**src/rtl/fib_pkg.sv**
```systemverilog
// rtl/fib_pkg.sv - shared widths and dispatcher state encoding for the fib engine slice
package fib_pkg;

    localparam int FIB_N_WIDTH      = 6;
    localparam int FIB_RESULT_WIDTH = 32;

    typedef enum logic [2:0] {
        ST_IDLE,
        ST_ISSUE,
        ST_ARM,
        ST_WAIT,
        ST_HOLD
    } fib_state_t;

endpackage

```
**src/rtl/fib_req_fifo.sv**
```systemverilog
// rtl/fib_req_fifo.sv - request FIFO with wrapping pointers and occupancy count
module fib_req_fifo #(
    parameter int WIDTH = 6,
    parameter int DEPTH = 4,
    localparam int AW = (DEPTH > 1) ? $clog2(DEPTH) : 1,
    localparam int CW = $clog2(DEPTH + 1)
) (
    input  logic             clk,
    input  logic             rst,
    input  logic             push,
    input  logic [WIDTH-1:0] push_data,
    input  logic             pop,
    output logic [WIDTH-1:0] head,
    output logic             full,
    output logic             empty,
    output logic [CW-1:0]    count
);

    logic [WIDTH-1:0] mem [DEPTH];
    logic [AW-1:0]    wr_ptr;
    logic [AW-1:0]    rd_ptr;
    logic             do_push;
    logic             do_pop;

    assign full    = (count == CW'(DEPTH));
    assign empty   = (count == '0);
    assign do_push = push && !full;
    assign do_pop  = pop && !empty;
    assign head    = mem[rd_ptr];

    always_ff @(posedge clk or negedge rst) begin
        if (!rst) begin
            wr_ptr <= '0;
            rd_ptr <= '0;
            count  <= '0;
        end else begin
            if (do_push) begin
                wr_ptr <= wr_ptr + AW'(1);
            end
            if (do_pop) begin
                rd_ptr <= rd_ptr + AW'(1);
            end
            case ({do_push, do_pop})
                2'b10:   count <= count + CW'(1);
                2'b01:   count <= count - CW'(1);
                default: count <= count;
            endcase
        end
    end

    // Storage carries no reset; only pointers and count define validity.
    always_ff @(posedge clk) begin
        if (do_push) begin
            mem[wr_ptr] <= push_data;
        end
    end

endmodule

```
**src/rtl/fib_dispatcher.sv**
```systemverilog
// rtl/fib_dispatcher.sv - queues fib requests, drives the engine, captures results with a watchdog
module fib_dispatcher
    import fib_pkg::*;
#(
    parameter int N_WIDTH      = FIB_N_WIDTH,
    parameter int RESULT_WIDTH = FIB_RESULT_WIDTH,
    parameter int DEPTH        = 4,
    parameter int TIMEOUT      = 1023,
    localparam int CW = $clog2(DEPTH + 1),
    localparam int WW = (TIMEOUT > 1) ? $clog2(TIMEOUT + 1) : 1
) (
    input  logic                    clk,
    input  logic                    rst,
    input  logic                    req_valid,
    output logic                    req_ready,
    input  logic [N_WIDTH-1:0]      req_n,
    output logic                    fib_go,
    output logic [N_WIDTH-1:0]      fib_n,
    input  logic [RESULT_WIDTH-1:0] fib_result,
    input  logic                    fib_overflow,
    input  logic                    fib_done,
    output logic                    rsp_valid,
    input  logic                    rsp_ready,
    output logic [N_WIDTH-1:0]      rsp_n,
    output logic [RESULT_WIDTH-1:0] rsp_result,
    output logic                    rsp_overflow,
    output logic                    rsp_timeout,
    output logic [CW-1:0]           pending
);

    fib_state_t         state;
    logic [WW-1:0]      wd_count;
    logic [N_WIDTH-1:0] fifo_head;
    logic               fifo_full;
    logic               fifo_empty;
    logic               fifo_pop;

    assign fifo_pop  = (state == ST_IDLE) && !fifo_empty;
    assign req_ready = !fifo_full;

    fib_req_fifo #(
        .WIDTH (N_WIDTH),
        .DEPTH (DEPTH)
    ) u_fifo (
        .clk       (clk),
        .rst       (rst),
        .push      (req_valid),
        .push_data (req_n),
        .pop       (fifo_pop),
        .head      (fifo_head),
        .full      (fifo_full),
        .empty     (fifo_empty),
        .count     (pending)
    );

    always_ff @(posedge clk or negedge rst) begin
        if (!rst) begin
            state        <= ST_IDLE;
            wd_count     <= '0;
            fib_go       <= 1'b0;
            fib_n        <= '0;
            rsp_valid    <= 1'b0;
            rsp_n        <= '0;
            rsp_result   <= '0;
            rsp_overflow <= 1'b0;
            rsp_timeout  <= 1'b0;
        end else begin
            fib_go <= 1'b0;
            case (state)
                ST_IDLE: begin
                    if (!fifo_empty) begin
                        fib_n <= fifo_head;
                        state <= ST_ISSUE;
                    end
                end
                ST_ISSUE: begin
                    fib_go <= 1'b1;
                    state  <= ST_ARM;
                end
                // The engine sees go at the end of this cycle; any done seen here is left over.
                ST_ARM: begin
                    wd_count <= '0;
                    state    <= ST_WAIT;
                end
                ST_WAIT: begin
                    if (fib_done) begin
                        rsp_n        <= fib_n;
                        rsp_result   <= fib_result;
                        rsp_overflow <= fib_overflow;
                        rsp_timeout  <= 1'b0;
                        rsp_valid    <= 1'b1;
                        state        <= ST_HOLD;
                    end else if (wd_count == WW'(TIMEOUT - 1)) begin
                        rsp_n        <= fib_n;
                        rsp_result   <= '0;
                        rsp_overflow <= 1'b1;
                        rsp_timeout  <= 1'b1;
                        rsp_valid    <= 1'b1;
                        state        <= ST_HOLD;
                    end else begin
                        wd_count <= wd_count + WW'(1);
                    end
                end
                ST_HOLD: begin
                    if (rsp_ready) begin
                        rsp_valid <= 1'b0;
                        state     <= ST_IDLE;
                    end
                end
                default: state <= ST_IDLE;
            endcase
        end
    end

endmodule

```
**config.mk**
```make
export PLATFORM = sky130hd
export DESIGN_NAME = fib_dispatcher
export DESIGN_NICKNAME = d
export VERILOG_FILES = /design/src/rtl/fib_pkg.sv /design/src/rtl/fib_req_fifo.sv /design/src/rtl/fib_dispatcher.sv
export SDC_FILE = /design/constraint.sdc
export NUM_CORES = 1
export LEC_CHECK = 0
export CORE_MARGIN = 2
export CORE_UTILIZATION = 49
export CTS_CLUSTER_DIAMETER = 150
export CTS_CLUSTER_SIZE = 20
export DETAILED_ROUTE_END_ITERATION = 8
export GPL_ROUTABILITY_DRIVEN = 0
export GPL_TIMING_DRIVEN = 0
export PLACE_DENSITY = 0.82
export RECOVER_POWER = 25
export SYNTH_ARGS = -nofsm -noshare
export SYNTH_HDL_FRONTEND = slang
export SYNTH_SLANG_ARGS = --single-unit
export TNS_END_PERCENT = 5
```
**constraint.sdc**
```tcl
create_clock -name clk -period 2.7 [get_ports clk]
set_input_delay 0.54 -clock clk [delete_from_list [all_inputs] [get_ports clk]]
set_output_delay 0.54 -clock clk [all_outputs]
set_load 0.01 [all_outputs]
```
Yosys cells after proc, flatten, opt, wreduce, memory -nomap -nowiden

Memory sizes are Yosys's and may differ from the RTL's. A register that Yosys moved wholly into a read port is not among the register bits.
Cells that the tools add are included.

$add $sub $neg: 5
Equality and inequality tests: 13
Multiplexer cells: 22
Bitwise gates (word level): 1
Reduce and logical (&&, ||, !) cells: 17

Operators by type and width:

| cell                                                 | count |
|---|---|
| 2-to-1 mux 32 bit                                    | 2 |
| 2-to-1 mux 10 bit                                    | 2 |
| one-hot mux 10 bit (2 select lines)                  | 1 |
| one-hot mux 3 bit (5 select lines)                   | 1 |
| 2-to-1 mux 3 bit                                     | 4 |
| 2-to-1 mux 6 bit                                     | 2 |
| adder 10 x 1 -> 10 bit (second input constant)       | 1 |
| equality test 10 bit (second input constant)         | 1 |
| AND reduction 3 bit                                  | 3 |
| 2-to-1 mux 1 bit                                     | 8 |
| inequality test 2 bit (second input constant)        | 4 |
| nonzero test 2 bit                                   | 4 |
| equality test 3 x 2 -> 1 bit (second input constant) | 2 |
| equality test 3 bit (second input constant)          | 2 |
| zero test 3 bit                                      | 2 |
| one-hot mux 3 bit (2 select lines)                   | 1 |
| adder 2 x 1 -> 2 bit (second input constant)         | 2 |
| AND reduction 2 bit                                  | 2 |
| adder 3 x 1 -> 3 bit (second input constant)         | 1 |
| equality test 3 x 1 -> 1 bit (second input constant) | 1 |
| logical AND 1 bit                                    | 3 |
| zero test 1 bit                                      | 3 |
| inequality test 3 bit (second input constant)        | 1 |
| subtractor 3 x 1 -> 3 bit (second input constant)    | 1 |
| 4 further kinds                                      | 4 |

Register bits after elaboration: 62
Bits in writable memories: 24
Input bits: 44
Output and inout bits: 52
Word-level logic and storage cells: 70
Memories: 1

Memory list:

| name       | words | bits a word | rd ports | clocked after memory_dff | wr ports | RTL line           | source |
|---|---|---|---|---|---|---|---|
| u_fifo.mem | 4     | 6           | 1        | 1                        | 1        | fib_req_fifo.sv:19 | `logic [WIDTH-1:0] mem [DEPTH];` |

Depth between registers and ports, before layout

Gate-level depths: netlist of the first run.

Depth after elaboration: 6
Mapped depth: 10
Mapped depth without buffers: 10

By module

Synthesis of the first run repeated with hierarchy kept, for this count alone.

Cell total of the unflattened synthesis: 265
Area total of the unflattened synthesis: 3832.4 µm²

By module, submodules not included:

| module         | instances | cells an instance | area each (µm²) | sequential area each (µm²) |
|---|---|---|---|---|
| fib_dispatcher | 1         | 196               | 2526.2          | 1526.5 |
| fib_req_fifo   | 1         | 69                | 1306.3          | 895.9 |

Worst setup path after synthesis of the first run

No wires, ideal clock.

Path kind: register to register
Start: reg state[0]
End: reg u_fifo.count[2]
Setup time: 79 ps
Data arrival time: 2064 ps
Required time: 2621 ps
Slack: 557 ps
Cell stages (with the launch flop): 9
Path buffers: 1
Clock period less this slack: 2143 ps
Cell sequence: dfrtp_1 > buf_2 > nor4_4 > ha_1 > inv_1 > fa_1 > xor2_1 > nor2_1 > xor2_1

Cells in the longest elaborated chain, start to end: 5
Elaborated cells between the ends (all ways): 7
Those cells by class: eq/ne (2); mux (1); reduce/logical (4)

RTL lines:

| item                                                                     | RTL line             | source |
|---|---|---|
| start: declaration                                                       | fib_dispatcher.sv:31 | `fib_state_t state;` |
| start signal: assignment                                                 | fib_dispatcher.sv:58 | `state <= ST_IDLE;` |
| start signal: assignment                                                 | fib_dispatcher.sv:73 | `state <= ST_ISSUE;` |
| start signal: assignment                                                 | fib_dispatcher.sv:78 | `state <= ST_ARM;` |
| zero test 3 bit (*)                                                      | fib_dispatcher.sv:38 | `assign fifo_pop = (state == ST_IDLE) && !fifo_empty;` |
| logical AND 1 bit (*)                                                    | fib_dispatcher.sv:38 |  |
| net fifo_pop                                                             | fib_dispatcher.sv:36 | `logic fifo_pop;` |
| logical AND 1 bit (*)                                                    | fib_req_fifo.sv:28   | `assign do_pop = pop && !empty;` |
| equality test 2 x 1 -> 1 bit or equality test 2 bit (tied branches)      | fib_req_fifo.sv:43   | `case ({do_push, do_pop})` |
| one-hot mux 3 bit (2 select lines) or nonzero test 2 bit (tied branches) | --                   |  |
| end signal: assignment                                                   | fib_req_fifo.sv:44   | `2'b10: count <= count + CW'(1);` |
| end signal: assignment                                                   | fib_req_fifo.sv:45   | `2'b01: count <= count - CW'(1);` |
| end signal: assignment                                                   | fib_req_fifo.sv:46   | `default: count <= count;` |
| end: declaration                                                         | fib_req_fifo.sv:16   | `output logic [CW-1:0] count` |

Mark *: on every way through the listed nets, which the timed path passes. The rest lies on a longest branch.
A chain may end at the register's enable or synchronous reset.

Worst setup path after layout of the first run

Same ends and word-level chain as after synthesis.

==> reports/metrics.cfg, run 1 <==
[status]
status=finished with violations
failed_checks=capacitance limit, slew limit

[critical_path]
worst-path-buf-inv=2
worstPathCellList=buf_2 > nor4_4 > ha_1 > inv_1 > fa_1 > xor2_1 > nor2_1 > xor2_1
crit_type=reg -> reg
worstPathMaxFanout=9
cpLargestDelayFamily=simple AND/OR/NAND/NOR gates
regToRegSetupSlack_ns=0.27
crit_cells=8
startpoint_type=flip-flop
rr_worst_depth=8
crit_arrival_ns=2.71
worst_ep_required_time_ns=2.98
r2r-start=state[0]
r2r-end=u_fifo.count[2]
cp-end-kind=flip-flop
slowest_stage=nor4_4
crit_path_max_incr_delay_ns=0.65
cp_common_cell=xor2_1

[floorplanning]
core.rowCount=32
dieHeight_um=92.2
dieArea_um2=8500
core_area_um2=7650
initial_core_util_pct=49.8
die_w_um=92.2
num_io_pins=96

[global_route]
grt_max_degree=69
antenna_found_initial=0
grt_pass1_vias=2563
grt-ovfl-total=0
grt_usage_pct=20.0
grt_pass1_wl_mm=13.0

[timing]
fin_crit_ns=2.43
fin_ws_ns=0.270
finalSetupViolations=0
clock_skew_ns=0.00712
max_freq_mhz=411
worstMarginPinSlew_ns=1.65
tns_ns=0
hold_slack_ns=0.485
fin_crit_sh_pct=90.0
finalHoldViolCount=0
slew_headroom_pct=-10.1
slew_viol_final=69
rsz0062_at_grt=false

[worst_hold_path]
hold_path.startpoint=rsp_valid
holdPathStages=2
hp-class=reg -> reg
hold_end=rsp_valid

[detailed_routing]
wl_mm=7.83
via_count=2533
final_antenna_net_count=0
wl_per_cell_um=16.7
drt-initial-drc-count=104
viasPerCell=5.39
dr.pass1.iters=4
drc=0

[cts]
cts_root_buf=clkbuf_8
post_cts_buffers=0
htreeDepth=3
cts_resized=0
path_clk_slew_ns=0.09
cts_tree=yes
cts.hold.buffers_added=0
clkSinkCount=92
clk_latency_ns=0.36
clockBufferDepth=2
numCtsBuffers=9

[run]
maxCapViolCount=1

[logic_synthesis]
yosys_warnings=0
ys_seq_area_share_pct=63.6
syn_avg_cell_area_um2=14.8
ys_seq_elements=92
synth_area_um2=3810
synth-edff-count=24
synth_cell_types=50
synth_nets=309
async_flop_share_pct=73.9
synth_flop_cell=dfrtp_1
syn_inst=257

[layout]
final_core_util_pct=67.1
final_area_um2=5130
nNetsFinal=415
instances_no_fill=470
diodes=0
final_layout_size_suffix_gt1_share_pct=14.1
area.growth.synth_to_final_pct=34.6

[place]
placed_cells=454
postPlaceCellArea_um2=4890
io_buffers=95
hpwl_mm=5.54
pre_cts_slack_ns=0.270

[power]
p_per_area_nw_per_um2=1130
ir_drop_v=0.000597
p_leak_nw=2.23
power.total_mw=5.80

==> tightest hold or removal path: cells and delay by family, from the launching register on <==
family	cells	cell delay, ns
flip-flops	1	0.35
AND/OR/NAND/NOR	2	0.10
==> cell usage after synthesis, types with 2 or more instances <==
cell | number | area share (%)
dfrtp_1 | 68 | 45
a22o_1 | 33 | 7.6
edfxtp_1 | 24 | 19
inv_1 | 11 | 1.1
mux2_2 | 9 | 2.7
and3_1 | 7 | 1.1
ha_1 | 7 | 2.3
nand2_1 | 7 | 0.69
nor2_1 | 7 | 0.69
buf_2 | 6 | 0.79
mux4_2 | 6 | 3.5
nand3_1 | 6 | 0.79
nor3_1 | 6 | 0.79
mux2_4 | 5 | 2.0
a211o_1 | 4 | 0.92
clkbuf_1 | 4 | 0.39
a21oi_1 | 3 | 0.39
o21ai_0 | 3 | 0.39
xnor2_1 | 3 | 0.69
xor2_1 | 3 | 0.69
a21o_1 | 2 | 0.39
a31oi_1 | 2 | 0.33
and4_4 | 2 | 0.59
buf_6 | 2 | 0.59
nand4_1 | 2 | 0.33
==> power by group <==
group	switching [mW]	internal [mW]
sequential	0.309	1.96
combinational	1.06	1.37
clock	0.487	0.623
==> worst max path at each step <==
stage,startpoint,endpoint,slack (ns)
final,state[0],u_fifo.count[2],0.27
after global routing,state[0],u_fifo.count[2],0.08
after detailed placement,state[0],u_fifo.count[2],0.27
after floorplan,state[0],u_fifo.count[2],0.56
after global placement,rst,rsp_result[26],-1.15
after CTS,state[0],u_fifo.count[2],0.23
==> sequential cells by signal, indices dropped and copies added (netlist names) <==
| signal | flops |
|---|---|
| rsp_result | 32 |
| rsp_valid | 1 |
| u_fifo.mem | 24 |
| u_fifo.wr_ptr | 2 |
| rsp_timeout | 1 |
| state | 3 |
| fib_n | 6 |
| u_fifo.count | 3 |
| rsp_overflow | 1 |
| rsp_n | 6 |
| wd_count | 10 |
| fib_go | 1 |
| u_fifo.rd_ptr | 2 |
==> logic make-up after synthesis <==
group           Yosys count  synth area share [%]
simple gates             47                  7.78
fa+ha+maj                 8                  2.82
buf+inv                  25                  3.09
compound gates           58                  12.9
xor+xnor                  6                  1.38
mux                      21                  8.44
flops                    92                  63.6
==> routing by layer <==
layer / wire [µm] / vias up / GRT usage, %
met4: 93 / 0 / 7.84
met5: 0 / - / 0
met1: 3440 / 1255 / 26.2
met3: 424 / 8 / 4.77
met2: 3880 / 81 / 32.5
li1: - / 1189 / -
==> area by class of cell <==
| class | count | area (µm²) |
|---|---|---|
| fillers | 554 | 2520 |
| flip-flops and latches | 92 | 2420 |
| multi-input cells | 140 | 1270 |
| repair buffers | 95 | 946 |
| well taps | 102 | 128 |
| clock buffers | 9 | 124 |
| clock inverters | 7 | 123 |
| plain buffers | 14 | 76.3 |
| inverters | 11 | 41.3 |
==> placed cells by master (no fill, tap or decap), types with 2 or more instances in the layout <==
cell type        synthesis  layout
xnor2_1                  3       3
a211o_1                  4       4
buf_6                    2       2
buf_2                    6       6
a21o_1                   2       2
nand2_1                  7       7
dlygate4sd3_1            0       6
nor2_1                   7       7
and3_1                   7       7
a22o_1                  33      33
ha_1                     7       7
and4_4                   2       2
dfrtp_1                 68      68
xor2_1                   3       3
nand4_1                  2       2
o21ai_0                  3       3
nand3_1                  6       6
nor3_1                   6       6
mux2_4                   5       5
clkbuf_2                 1       2
edfxtp_1                24      24
mux2_2                   9       9
a21oi_1                  3       3
a31oi_1                  2       2
bufinv_16                0       3
clkdlybuf4s50_1          0      88
mux4_2                   6       6
clkbuf_1                 4       4
clkbuf_8                 0       9
inv_1                   11      11
No activity file was read; power rests on OpenSTA's default activity.
==> run 2, diff against run 1 <==
--- a/config.mk
+++ b/config.mk
@@ -6,13 +6,12 @@
 export NUM_CORES = 1
 export LEC_CHECK = 0
 export CORE_MARGIN = 2
-export CORE_UTILIZATION = 49
+export CORE_UTILIZATION = 45
 export CTS_CLUSTER_DIAMETER = 150
 export CTS_CLUSTER_SIZE = 20
 export DETAILED_ROUTE_END_ITERATION = 8
-export GPL_ROUTABILITY_DRIVEN = 0
 export GPL_TIMING_DRIVEN = 0
-export PLACE_DENSITY = 0.82
+export PLACE_DENSITY = 0.76
 export RECOVER_POWER = 25
 export SYNTH_ARGS = -nofsm -noshare
 export SYNTH_HDL_FRONTEND = slang
==> run 2 against run 1 <==
  * Global-route usage fell by 2.6 points
  * Wire length down 0.28%
  * Critical path type unchanged
  * The run still ends with capacitance limit, slew limit left
  * Fmax down 1.7%
  * Clock-buffer cell count grew 1
  * Clock power down 25%
  * Cell area decreased by 1.3%
==> reports/metrics.cfg, run 2 (synthesis results as in run 1) <==
[layout]
layout_common_cells=88 x clkdlybuf4s50_1, 68 x dfrtp_1, 33 x a22o_1
layout_commonest_cell=clkdlybuf4s50_1
largest_register_ffs=32  ; unchanged
final_layout_size_suffix_gt1_share_pct=13.9  ; -0.27 points
nNetsFinal=415  ; unchanged
instances_no_fill=473  ; +0.64%
n_fill_cell=643  ; +16%
final_area_um2=5060  ; -1.3%
area.growth.synth_to_final_pct=32.8
diodes=0  ; unchanged
regMostFlops=rsp_result
reg.largest.list=rsp_result (32), u_fifo.mem (24), wd_count (10)

[timing]
fin_crit_sh_pct=91.5  ; +1.5 points
slew_viol_final=69  ; unchanged
finalSetupViolations=0  ; unchanged
rsz0062_at_grt=false
fin_ws_ns=0.229  ; -0.0409 ns
worstMarginPinSlew_ns=1.67  ; +0.0185 ns
slew_headroom_pct=-11.4  ; -1.2 points
max_freq_mhz=405  ; -1.7%
fin_crit_ns=2.47  ; +0.0409 ns
finalHoldViolCount=0  ; unchanged
clock_skew_ns=0.0159  ; +0.00882 ns

[critical_path]
cp_common_cell=xor2_1
crit_arrival_ns=2.74  ; +0.03 ns
cpLargestDelayFamily=simple AND/OR/NAND/NOR gates
worstPathMaxFanout=9  ; unchanged
startpoint_type=flip-flop
crit_path_max_incr_delay_ns=0.67  ; +0.02 ns
worstPathCellList=buf_2 > nor4_4 > ha_1 > inv_1 > fa_1 > xor2_1 > nor2_1 > xor2_1
crit_type=reg -> reg
worst_ep_required_time_ns=2.97  ; about the same
worst-path-buf-inv=2  ; unchanged
cp-end-kind=flip-flop
slowest_stage=nor4_4

[place]
placed_cells=457  ; +0.66%
gp_congestion=0.787
pre_cts_slack_ns=0.224  ; -0.0460 ns
postPlaceCellArea_um2=4890  ; about the same
io_buffers=95  ; unchanged
hpwl_mm=5.52  ; -0.35%

[detailed_routing]
drt-initial-drc-count=137  ; +32%
wl_met1_mm=3.51  ; +1.9%
drc=0  ; unchanged
dr_wl_met3_um=594  ; +40%
via_count=2510  ; -0.91%
viasPerCell=5.31  ; -1.5%
final_antenna_net_count=0  ; unchanged
highest_layer=met4
wl_per_cell_um=16.5  ; -0.91%
wl_met2_mm=3.67  ; -5.2%
wl_mm=7.81  ; -0.28%
dr.pass1.iters=4  ; unchanged

[global_route]
antenna_found_initial=0  ; unchanged
grt-ovfl-total=0  ; unchanged
grt_usage_pct=17.4  ; -2.6 points
grt_pass1_vias=2464  ; -3.9%
grt_max_degree=69  ; unchanged
grt_pass1_wl_mm=12.3  ; -5.6%

[cts]
clk_latency_ns=0.35  ; about the same
cts.hold.buffers_added=0  ; unchanged
cts_tree=yes
cts_root_buf=clkbuf_8
cts_resized=0  ; unchanged
clockBufferDepth=2  ; unchanged
path_clk_slew_ns=0.09  ; about the same
post_cts_buffers=0  ; unchanged
htreeDepth=3  ; unchanged
numCtsBuffers=9  ; unchanged
clkSinkCount=92  ; unchanged

[power]
p_per_area_nw_per_um2=1090  ; -3.5%
p_leak_nw=2.19  ; -1.7%
ir_drop_v=0.000659  ; +10%
power.total_mw=5.53  ; -4.8%

[floorplanning]
initial_core_util_pct=46.4  ; -3.5 points
dieArea_um2=9220  ; +8.5%
core.rowCount=33  ; +3.1%
num_io_pins=96  ; unchanged
dieHeight_um=96.0  ; +4.2%
die_w_um=96.0  ; +4.2%
core_area_um2=8220  ; +7.4%

[status]
status=finished with violations
failed_checks=capacitance limit, slew limit

[worst_hold_path]
hp-class=reg -> reg

[run]
maxCapViolCount=1  ; unchanged

[run 2: final cells by class]
class                   instances  area, µm²  share of cell area (%)
clock buffers                  10        128                    2.52
plain buffers                  14       76.3                    1.51
flip-flops and latches         92       2420                    47.9
clock inverters                 6       46.3                   0.915
well taps                     105        131                    2.60
multi-input cells             140       1270                    25.1
inverters                      11       41.3                   0.816
repair buffers                 95        946                    18.7
[run 2: worst reg2reg max path: cells and delay by family, from the launching register on]
kind	cells	cell delay [ns]
flip-flops	1	0.37
adder cells (fa/ha/maj)	2	0.69
XOR/XNOR	2	0.31
AND/OR/NAND/NOR	2	0.78
buffers and inverters	2	0.26
[run 2: power breakdown]
part / total [mW] / internal, mW / switching (mW) / leakage [nW]
Clock: 0.829 / 0.344 / 0.485 / 0.0853
Combinational: 2.43 / 1.37 / 1.06 / 1.04
Sequential: 2.27 / 1.96 / 0.307 / 1.06
[run 2: final timing paths]
path / startpoint / endpoint / slack, ns / cells after the start
setup / recovery: state[0] / u_fifo.count[2] / 0.23 / 8
hold reg to reg: rsp_valid / rsp_valid / 0.49 / 2
hold / removal: rsp_valid / rsp_valid / 0.49 / 2
setup reg to reg: state[0] / u_fifo.count[2] / 0.23 / 8
min in group asynchronous: rst / u_fifo.count[0] / 0.63 / 1
max in group asynchronous: rst / rsp_result[18] / 1.08 / 1
[run 2: layer usage]
metal  vias to the layer above  track usage [%]
li1                       1183                -
met1                      1226             23.8
met2                        97             27.8
met3                         4             3.99
met4                         0             5.36
met5                         -                0
[run 2: metrics by stage]
stage	hold WS, ns	setup TNS [ns]	util, %
6_report	0.494	0	61.6
4_1_cts	0.326	0	61.6
2_1_floorplan	0.244	0	-
5_1_grt	0.514	0	61.6
3_5_place_dp	0.481	0	59.5
3_3_place_gp	0.463	-81.39	59.5
